## config.mk

```make
export PLATFORM = sky130hd
export DESIGN_NAME = i2cs_access_arbiter
export DESIGN_NICKNAME = d
export VERILOG_FILES = /design/src/rtl/i2cs_arb_pkg.sv /design/src/rtl/i2cs_sat_counter.sv /design/src/rtl/i2cs_access_arbiter.sv
export SDC_FILE = /design/constraint.sdc
export NUM_CORES = 1
export LEC_CHECK = 0
export BUFFER_PORTS_ARGS = -buffer_cell sky130_fd_sc_hd__buf_2
export CAP_MARGIN = 40
export CORE_MARGIN = 4
export CORE_UTILIZATION = 46
export DETAILED_ROUTE_END_ITERATION = 10
export PLACE_DENSITY = 0.83
export SETUP_SLACK_MARGIN = 0.5
export SLEW_MARGIN = 40
export SYNTH_ARGS = -nofsm -noshare
export SYNTH_HDL_FRONTEND = slang
export SYNTH_HIERARCHICAL = 1
export SYNTH_SLANG_ARGS = --single-unit
export TNS_END_PERCENT = 100
```

## constraint.sdc

```tcl
create_clock -name apb_pclk_i -period 2.7 [get_ports apb_pclk_i]
set_input_delay 0.405 -clock apb_pclk_i [delete_from_list [all_inputs] [get_ports apb_pclk_i]]
set_output_delay 0.405 -clock apb_pclk_i [all_outputs]
set_load 0.01 [all_outputs]
```

## src/rtl/i2cs_arb_pkg.sv

```systemverilog
// Shared types and constants for the I2C/APB register-RAM access arbiter.
package i2cs_arb_pkg;

  localparam int unsigned DEF_AW = 8;
  localparam int unsigned DEF_DW = 8;
  localparam int unsigned CNT_W  = 8;

  typedef enum logic [0:0] {
    ARB  = 1'b0,
    LOCK = 1'b1
  } arb_state_e;

  typedef enum logic [1:0] {
    OWN_NONE = 2'd0,
    OWN_I2C  = 2'd1,
    OWN_APB  = 2'd2
  } owner_e;

  // Counter limit from an integer parameter (callers keep values within 0..255).
  function automatic logic [CNT_W-1:0] cnt_limit(input int unsigned v);
    return CNT_W'(v);
  endfunction

endpackage

```

## src/rtl/i2cs_sat_counter.sv

```systemverilog
// Saturating 8-bit event counter with synchronous clear (clear wins) and an at-limit flag.
module i2cs_sat_counter
  import i2cs_arb_pkg::*;
(
  input  logic             clk_i,
  input  logic             rst_ni,
  input  logic             inc_i,
  input  logic             clr_i,
  input  logic [CNT_W-1:0] limit_i,
  output logic             at_limit_o
);

  logic [CNT_W-1:0] cnt_q, cnt_d;

  always_comb begin
    cnt_d = cnt_q;
    if (clr_i) begin
      cnt_d = '0;
    end else if (inc_i && (cnt_q != limit_i)) begin
      cnt_d = cnt_q + CNT_W'(1);
    end
  end

  always_ff @(posedge clk_i or negedge rst_ni) begin
    if (!rst_ni) begin
      cnt_q <= '0;
    end else begin
      cnt_q <= cnt_d;
    end
  end

  assign at_limit_o = (cnt_q == limit_i);

endmodule

```

## src/rtl/i2cs_access_arbiter.sv

```systemverilog
// Arbitrates the I2C and APB ports onto one single-port register RAM (read latency 1).
// Optional APB starvation guard enabled by defining I2CS_ARB_STARVE_GUARD_EN.
module i2cs_access_arbiter
  import i2cs_arb_pkg::*;
#(
  parameter int unsigned AW       = DEF_AW,
  parameter int unsigned DW       = DEF_DW,
  parameter int unsigned LOCK_TMO = 64,
  parameter int unsigned MAX_WAIT = 16
) (
  input  logic          apb_pclk_i,
  input  logic          apb_presetn_i,
  input  logic          i2c_req_i,
  input  logic          i2c_we_i,
  input  logic          i2c_lock_i,
  input  logic [AW-1:0] i2c_addr_i,
  input  logic [DW-1:0] i2c_wdata_i,
  output logic          i2c_gnt_o,
  output logic          i2c_rvalid_o,
  output logic [DW-1:0] i2c_rdata_o,
  input  logic          apb_req_i,
  input  logic          apb_we_i,
  input  logic [AW-1:0] apb_addr_i,
  input  logic [DW-1:0] apb_wdata_i,
  output logic          apb_gnt_o,
  output logic          apb_rvalid_o,
  output logic [DW-1:0] apb_rdata_o,
  output logic          mem_en_o,
  output logic          mem_we_o,
  output logic [AW-1:0] mem_addr_o,
  output logic [DW-1:0] mem_wdata_o,
  input  logic [DW-1:0] mem_rdata_i,
  output logic          lock_tmo_o
);

  if ((LOCK_TMO < 1) || (LOCK_TMO > 255) || (MAX_WAIT < 1) || (MAX_WAIT > 255)) begin : g_bad_cfg
    $error("i2cs_access_arbiter: LOCK_TMO and MAX_WAIT must be within 1..255");
  end

  arb_state_e    state_q, state_d;
  owner_e        owner_q, owner_d;
  logic [DW-1:0] i2c_rdata_q, apb_rdata_q;
  logic          i2c_gnt_c, apb_gnt_c;
  logic          idle_inc_c, idle_clr_c, idle_at_tmo_c;
  logic          apb_starved_c;

  // Grant decision and next state; grants are suppressed while reset is asserted.
  always_comb begin
    state_d    = state_q;
    i2c_gnt_c  = 1'b0;
    apb_gnt_c  = 1'b0;
    lock_tmo_o = 1'b0;
    if (apb_presetn_i) begin
      unique case (state_q)
        ARB: begin
          if (apb_req_i && apb_starved_c) begin
            apb_gnt_c = 1'b1;
          end else if (i2c_req_i) begin
            i2c_gnt_c = 1'b1;
            if (i2c_lock_i) begin
              state_d = LOCK;
            end
          end else if (apb_req_i) begin
            apb_gnt_c = 1'b1;
          end
        end
        LOCK: begin
          i2c_gnt_c = i2c_req_i;
          if (!i2c_req_i && idle_at_tmo_c) begin
            lock_tmo_o = 1'b1;
            state_d    = ARB;
          end else if (!i2c_lock_i) begin
            state_d = ARB;
          end
        end
        default: state_d = ARB;
      endcase
    end
  end

  assign i2c_gnt_o = i2c_gnt_c;
  assign apb_gnt_o = apb_gnt_c;
  assign mem_en_o  = i2c_gnt_c | apb_gnt_c;

  // RAM port mux; everything idles at zero when nobody is granted.
  always_comb begin
    mem_we_o    = 1'b0;
    mem_addr_o  = '0;
    mem_wdata_o = '0;
    if (i2c_gnt_c) begin
      mem_we_o    = i2c_we_i;
      mem_addr_o  = i2c_addr_i;
      mem_wdata_o = i2c_wdata_i;
    end else if (apb_gnt_c) begin
      mem_we_o    = apb_we_i;
      mem_addr_o  = apb_addr_i;
      mem_wdata_o = apb_wdata_i;
    end
  end

  always_comb begin
    owner_d = OWN_NONE;
    if (i2c_gnt_c && !i2c_we_i) begin
      owner_d = OWN_I2C;
    end else if (apb_gnt_c && !apb_we_i) begin
      owner_d = OWN_APB;
    end
  end

  assign i2c_rvalid_o = (owner_q == OWN_I2C);
  assign apb_rvalid_o = (owner_q == OWN_APB);
  assign i2c_rdata_o  = i2c_rvalid_o ? mem_rdata_i : i2c_rdata_q;
  assign apb_rdata_o  = apb_rvalid_o ? mem_rdata_i : apb_rdata_q;

  always_ff @(posedge apb_pclk_i or negedge apb_presetn_i) begin
    if (!apb_presetn_i) begin
      state_q     <= ARB;
      owner_q     <= OWN_NONE;
      i2c_rdata_q <= '0;
      apb_rdata_q <= '0;
    end else begin
      state_q     <= state_d;
      owner_q     <= owner_d;
      i2c_rdata_q <= i2c_rdata_o;
      apb_rdata_q <= apb_rdata_o;
    end
  end

  // Limit is LOCK_TMO-1 so the pulse lands on the LOCK_TMO-th idle cycle itself.
  assign idle_inc_c = (state_q == LOCK) && !i2c_req_i;
  assign idle_clr_c = i2c_gnt_c || (state_d != LOCK);

  i2cs_sat_counter u_idle_cnt (
    .clk_i      (apb_pclk_i),
    .rst_ni     (apb_presetn_i),
    .inc_i      (idle_inc_c),
    .clr_i      (idle_clr_c),
    .limit_i    (cnt_limit(LOCK_TMO - 1)),
    .at_limit_o (idle_at_tmo_c)
  );

`ifdef I2CS_ARB_STARVE_GUARD_EN
  logic starve_inc_c;

  assign starve_inc_c = (state_q == ARB) && apb_req_i && !apb_gnt_c;

  i2cs_sat_counter u_starve_cnt (
    .clk_i      (apb_pclk_i),
    .rst_ni     (apb_presetn_i),
    .inc_i      (starve_inc_c),
    .clr_i      (apb_gnt_c),
    .limit_i    (cnt_limit(MAX_WAIT)),
    .at_limit_o (apb_starved_c)
  );
`else
  assign apb_starved_c = 1'b0;
`endif

endmodule

```

* Yosys cells after proc, flatten, opt, wreduce, memory -nomap -nowiden
Index checks and enable logic that the tools add are counted.
Cells by class: add/subtract/negate cells 1, equal/unequal tests 4, multiplexer cells 27, bitwise logic cells 3, reductions and logical operators 10
Operator list (number):
- two-way mux 8 bit | 8
- two-way mux 1 bit | 15
- adder 8 x 1 -> 8 bit (second input constant) | 1
- equality test 8 x 6 -> 1 bit (second input constant) | 1
- inequality test 8 x 6 -> 1 bit (second input constant) | 1
- logical AND 1 bit | 5
- two-way mux 2 bit | 2
- case mux 1 bit (2 select lines) | 2
- logical NOT 1 bit | 3
- equality test 2 x 1 -> 1 bit (second input constant) | 1
- equality test 2 bit (second input constant) | 1
- inverter 1 bit | 2
- nonzero test 2 bit | 1
- logical OR 1 bit | 1
- bitwise OR 1 bit | 1
Word-level totals: flip-flop bits (word level) 27, output and inout port bits 39, logic and storage cells 50

* Depth between registers and ports, before layout
Gate-level depths: netlist of the first run.
word-level depth 8, depth in mapped cells 10, mapped depth without buffers 8

* Hierarchy
The synthesis of the first run kept the hierarchy.
By module, submodules not included:
- i2cs_access_arbiter | times used 1, cells each 114, area each 1162.4 µm², sequential area each 475.5 µm²
- i2cs_sat_counter | times used 1, cells each 55, area each 548.0 µm², sequential area each 200.2 µm²

* Worst setup path after synthesis of the first run
Ideal clock, no wire load.
path kind register -> register, from reg u_idle_cnt.cnt_q[6], to reg u_idle_cnt.cnt_q[7], setup time 128 ps, arrival 1792 ps, required time 2572 ps, path slack 781 ps, stages on the path, launching flop included 10, clock period less this slack 1919 ps, cells stage by stage dfrtp_1 xnor2_1 nand4_4 nor2_4 nand2b_1 o21ai_0 nand2_1 buf_1 nor2_1 mux2_1
Between the ends: word-level cells in the longest chain between the ends 8, elaborated cells on any way between the ends 13, classes of those cells add/sub: 1; eq/ne: 2; mux: 5; bitwise: 1; reduce/logical: 4
Ends and longest elaborated chain:
- start: declaration | RTL line i2cs_sat_counter.sv:13 | logic [CNT_W-1:0] cnt_q, cnt_d;
- start signal: assignment | RTL line i2cs_sat_counter.sv:28 | cnt_q <= cnt_d;
- equality test 8 x 6 -> 1 bit (*) | RTL line i2cs_sat_counter.sv:32 | assign at_limit_o = (cnt_q == limit_i);
- via idle_at_tmo_c | RTL line i2cs_access_arbiter.sv:44 | logic idle_inc_c, idle_clr_c, idle_at_tmo_c;
- logical AND 1 bit (*) | RTL line i2cs_access_arbiter.sv:69 | if (!i2c_req_i && idle_at_tmo_c) begin
- two-way mux 1 bit (*) | RTL line i2cs_access_arbiter.sv:69
- case mux 1 bit (2 select lines) (*) | RTL line i2cs_access_arbiter.sv:54 | unique case (state_q)
- two-way mux 1 bit (*) | RTL line i2cs_access_arbiter.sv:53 | if (apb_presetn_i) begin
- inverter 1 bit (*) | RTL line i2cs_access_arbiter.sv:131 | assign idle_clr_c = i2c_gnt_c || (state_d != LOCK);
- logical OR 1 bit (*) | RTL line i2cs_access_arbiter.sv:131
- via idle_clr_c | RTL line i2cs_access_arbiter.sv:44
- two-way mux 8 bit or nonzero test 2 bit (tied branches)
Mark *: on every way through the listed nets, which the timed path passes. The rest lies on a longest branch. The select of a mux whose other input is x is not followed. A chain may end at the register's enable or synchronous reset.

* Worst setup path after layout of the first run
from reg u_idle_cnt.cnt_q[6], to out lock_tmo_o
Between the ends: word-level cells in the longest chain between the ends 5
Ends and longest elaborated chain:
- equality test 8 x 6 -> 1 bit | RTL line i2cs_sat_counter.sv:32
- via idle_at_tmo_c | RTL line i2cs_access_arbiter.sv:44
- logical AND 1 bit | RTL line i2cs_access_arbiter.sv:69
- two-way mux 1 bit | RTL line i2cs_access_arbiter.sv:69
- two-way mux 1 bit | RTL line i2cs_access_arbiter.sv:54
- two-way mux 1 bit | RTL line i2cs_access_arbiter.sv:53
- end: declaration | RTL line i2cs_access_arbiter.sv:33 | output logic lock_tmo_o
The timed path passes the listed nets, and every way through them passes these cells.

==> impl_metrics.ini, run 1 <==
[clock_network]
numCtsBuffers = 3
post_cts_resized = 2
clock_path_buffers = 2
tritoncts = done
insertion_delay_ns = 0.26
clock_sinks = 27
cts_hold_buf = 0
postCtsSetupBuffers = 0
root_buffer = clkbuf_8
clk_pin_slew_ns = 0.08
htreeDepth = 1

[setup_path]
worstSetupPathType = flip-flop to output pin
critPathTopFamily = simple AND/OR/NAND/NOR gates
cp-end-kind = output pin
r2r_cells = 8
ff2ff_setup_slack_ns = 0.66
timing.rr.start = u_idle_cnt/cnt_q[6]
start_kind = flip-flop
crit_slowest_cell = dfrtp_1
r2r_end = u_idle_cnt/cnt_q[7]
cp.arrival_ns = 1.65
required_ns = 2.30
crit_chain = xnor2_1 > nand4_4 > nor2_4 > and4b_1 > buf_2
max_stage_delay_ns = 0.42
path_max_fanout = 6
crit_buf_inv = 1

[drt]
drc = 0
drt_iter0_drc = 49
ant_nets = 0
vias = 1484
wire_per_inst_um = 12.9
finalWirelength_um = 3860
first_pass_iters = 4
vias_per_cell = 4.96

[timing]
grt_setup_unrepaired = no
hold_viol_final = 0
setup_slack_ns = 0.647
setup_viol = 0
finClkSkew_ns = 0.00221
post-route-min-period_ns = 2.05
slew-limit-headroom_pct = 65.2
max_freq_mhz = 487
finalCritPeriodShare_pct = 76.0
worst_pin_slew_ns = 0.522
fin_tns_setup_ns = 0
slew_viol_final = 0

[logic_synthesis]
synth_top_cell_by_area = dfrtp_1
netlist_area_um2 = 1710
synth.area.top_cells = dfrtp_1 40%, mux2_2 11%, nand3b_1 7.5%
ys_types = 41
yosys_warnings = 6
yosysSeqAreaShare_pct = 39.5
yosysMostFrequentCell = dfrtp_1
syn_inst = 169
synth.avg_cell_area_um2 = 10.1
synthFlopType = dfrtp_1
synthArstFlopShare_pct = 100
synth-edff-count = 0
synth_top_area_share_pct = 39.5
ys_ff_latch = 27
synthTopCellsByCount = 27 x dfrtp_1, 21 x nand2_1, 17 x nand3b_1, 16 x mux2_2

[die]
rows = 21
coreArea_um2 = 3470
die_area_um2 = 4760
die_w_um = 69.0
pin_count = 86
die_y_um = 69.0
start_util_pct = 49.3

[global_routing]
antenna_found_initial = 0
grt.total_usage_pct = 16.7
grt_pass1_wl_um = 6040
grt_pass1_vias = 1435
grt_max_degree = 41
overflow = 0

[power]
p_leak_uw = 0.00107
p_total_uw = 1020
pwr_density_cell_nw_per_um2 = 463
peakVddDrop_mv = 0.258

[placed_design]
gp_congestion = 0.866
hpwl_um = 3040
port_buffers = 85
dp_worst_setup_slack_ns = 0.671
placed_area_um2 = 2150

[flow_run]
drv_cap = 0

[finish]
diodes = 0
design.final.nets = 302
design_area_um2 = 2200
drive_gt1_share_pct = 44.7
syn_to_final_growth_pct = 28.6

[run_status]
outcome = completed

[worst_hold_path]
hold_path_class = input port to async pin
## worst max path at each step
stage,from,depth (start not counted),to
2_1_floorplan,u_idle_cnt/cnt_q[6],9,u_idle_cnt/cnt_q[7]
3_3_place_gp,i2c_req_i,5,u_idle_cnt/cnt_q[7]
3_5_place_dp,u_idle_cnt/cnt_q[6],8,u_idle_cnt/cnt_q[7]
4_1_cts,u_idle_cnt/cnt_q[6],5,lock_tmo_o
5_1_grt,u_idle_cnt/cnt_q[6],5,lock_tmo_o
6_report,u_idle_cnt/cnt_q[6],5,lock_tmo_o
## worst register-to-register path, cell delays in order, from the launching register on
cell and delay [ns]:
dfrtp_1 0.42, xnor2_1 0.26, nand4_4 0.18, nor2_4 0.19
nand2b_1 0.14, o21ai_0 0.07, nand2_1 0.28, nor2_1 0.09
mux2_1 0.30
## layout by cell type (no fill, tap or decap), types with 2 or more instances in the layout
cell      Yosys  routed
a21boi_0      8       8
nor2b_4       1       2
nor2_1        9       9
nand3_1       2       2
nor2b_1       4       3
o21ai_0       4       4
dfrtp_1      27      27
clkbuf_8      0       3
inv_1         2       2
buf_2         4      85
xnor2_1       7       7
nand2b_1      2       2
conb_1        2       8
nand4_1       2       2
mux2_2       16      16
nand2_1      21      21
nand4_4       2       2
xor2_1        5       5
nand3b_1     17      17
a21boi_1      9       9
## final cells by class
cell class,count,area [um2]
well taps,46,57.6
fillers,307,1270
inverters,2,7.51
repair buffers,86,433
multi-input cells,134,981
clock buffers,4,45.0
flip-flops and latches,27,676
## sequential cells by signal, summed over array words and instances, names as in the netlist
register,cells
i2c_rdata_q,8
owner_q,2
apb_rdata_q,8
state_q,1
u_idle_cnt/cnt_q,8
## per-layer routing
layer,vias up,global-route usage (%),part of all wire (%)
li1,743,-,-
met1,665,20.0,43
met2,70,28.5,46
met3,6,5.51,10
met4,0,4.38,1.2
met5,-,0,0
## where the power goes
part	internal (uW)	leakage, uW	switching, uW
Combinational	153	0.000704	163
Clock	105	0.0000228	113
Sequential	465	0.000342	19.0
## stage by stage
| step | std cells | hold slack, ns | utilization (%) |
|---|---|---|---|
| final | 299 | 0.0934 | 63.4 |
| after global routing | 299 | 0.117 | 63.4 |
| after CTS | 299 | 0.0963 | 63.4 |
| after detailed placement | 295 | 0.391 | 61.9 |
| after global placement | 295 | 0.394 | 61.9 |
| after floorplan | 175 | 0.109 | - |
## cell families after synthesis
group	Yosys count	synth area share [%]
buffers and inverters	14	4.90
other	2	0.439
AND/OR/NAND/NOR	67	24.4
flip-flops	27	39.5
adder cells (fa/ha/maj)	1	0.731
XOR/XNOR	13	7.10
AO/OA/AOI/OAI	27	11.2
multiplexers	18	11.8
(Power assumes the default switching activity.)
==> run 2: changes to the inputs <==
==> constraint.sdc (replaced) <==
create_clock -name apb_pclk_i -period 1.95 [get_ports apb_pclk_i]
set_input_delay 0.2925 -clock apb_pclk_i [delete_from_list [all_inputs] [get_ports apb_pclk_i]]
set_output_delay 0.2925 -clock apb_pclk_i [all_outputs]
set_load 0.01 [all_outputs]
==> impl_metrics.ini, run 2 (same netlist as run 1, synthesis figures left out) <==
[finish]
reg_top3 = apb_rdata_q x8, i2c_rdata_q x8, u_idle_cnt/cnt_q x8
design.final.nets = 345
layout_commonest_cell = buf_2
seq_area_um2 = 681
nFillCells = 147
syn_to_final_growth_pct = 77.0
multi_input_comb_area_um2 = 1290
diodes = 0
layout_common_cells = 66 x buf_2, 32 x buf_6, 26 x buf_4
drive_gt1_share_pct = 64.5

[drt]
finalWirelength_um = 6750
first_pass_iters = 4
drc = 0
wire_per_inst_um = 19.7
drt_iter0_drc = 110
ant_nets = 0
vias = 1872
vias_per_cell = 5.47

[power]
p_leak_uw = 0.00145
peakVddDrop_mv = 0.376
pwr_density_cell_nw_per_um2 = 610

[die]
die_area_um2 = 4760
rows = 21
die_w_um = 69.0
start_util_pct = 49.3
die_y_um = 69.0
pin_count = 86
coreArea_um2 = 3470

[timing]
fin_tns_setup_ns = 0
slew_viol_final = 0
slew-limit-headroom_pct = 61.0
finalCritPeriodShare_pct = 95.9
max_freq_mhz = 535
whs_ns = 0.0562
worst_pin_slew_ns = 0.585
hold_viol_final = 0
setup_viol = 0
setup_slack_ns = 0.0798
finClkSkew_ns = 0.0135
post-route-min-period_ns = 1.87
grt_setup_unrepaired = yes

[setup_path]
cp-end-kind = output pin
crit_chain = nor2b_4 > buf_4 > buf_6 > nand3b_1 > a21boi_1 > buf_2
r2r_end = u_idle_cnt/cnt_q[5]
required_ns = 1.66
timing.rr.start = state_q
cp.arrival_ns = 1.58
crit_buf_inv = 3
path_max_fanout = 5
start_kind = flip-flop
critPathTopFamily = flip-flops
worstSetupPathType = flip-flop to output pin
max_stage_delay_ns = 0.44
r2r_cells = 5
crit_slowest_cell = dfrtp_1
ff2ff_setup_slack_ns = 0.21

[clock_network]
clk_pin_slew_ns = 0.11
numCtsBuffers = 3
clock_path_buffers = 2
root_buffer = clkbuf_8
clock_sinks = 27
htreeDepth = 1
tritoncts = done
insertion_delay_ns = 0.28

[placed_design]
port_buffers = 85
dp_worst_setup_slack_ns = 0.183
gp_congestion = 0.830
hpwl_um = 3280

[global_routing]
grt_pass1_wl_um = 7730
overflow = 0
grt_pass1_vias = 1651
antenna_found_initial = 0
grt.total_usage_pct = 21.9
grt_max_degree = 41

[flow_run]
drv_cap = 0

[run_status]
outcome = completed

[worst_hold_path]
hold_path_class = input port to async pin
-- run 2: metrics by stage --
step           area, um2  cells  total power, uW  util (%)
2_1_floorplan       1840    175              960         -
3_3_place_gp        2290    302             1140      66.0
3_5_place_dp        2290    302             1150      66.0
4_1_cts             2650    325             1640      76.3
5_1_grt             3030    342             1930      87.3
6_report            3030    342             1850      87.3
-- run 2: area by class of cell --
type | instances | area share (%)
multi-input cells | 135 | 42.6
repair buffers | 128 | 31.3
clock buffers | 3 | 1.36
well taps | 46 | 1.90
clock inverters | 1 | 0.165
inverters | 2 | 0.248
flip-flops and latches | 27 | 22.5
-- run 2: power by group --
group          internal [uW]  switching (uW)
clock network            144             187
registers                645            39.2
logic                    482             351
total                   1270             577
-- run 2: worst max path at each step --
stage,from,slack [ns],cells after the start,end
after floorplan,i2c_req_i,0.51,6,u_idle_cnt/cnt_q[5]
after global placement,u_idle_cnt/cnt_q[7],0.23,8,u_idle_cnt/cnt_q[7]
after detailed placement,u_idle_cnt/cnt_q[7],0.18,8,u_idle_cnt/cnt_q[7]
after CTS,u_idle_cnt/cnt_q[6],0.12,5,lock_tmo_o
after global routing,state_q,0.009,6,mem_wdata_o[7]
final,state_q,0.08,6,mem_wdata_o[7]
-- run 2: metal layers --
layer | vias up | wire length [um] | global-route usage (%)
met4 | 0 | 209 | 4.62
li1 | 826 | - | -
met2 | 111 | 3440 | 41.2
met1 | 917 | 2480 | 25.1
met5 | - | 0 | 0
met3 | 18 | 619 | 4.70
-- run 2: what timing repair did --
action,in CTS,in global routing
hold buffers,1,0
gates cloned,5,0
endpoints found under the hold margin,3,0
gates resized for setup,50,59
endpoints found under the setup margin,46,48
pin swaps,2,20
setup buffers,13,17
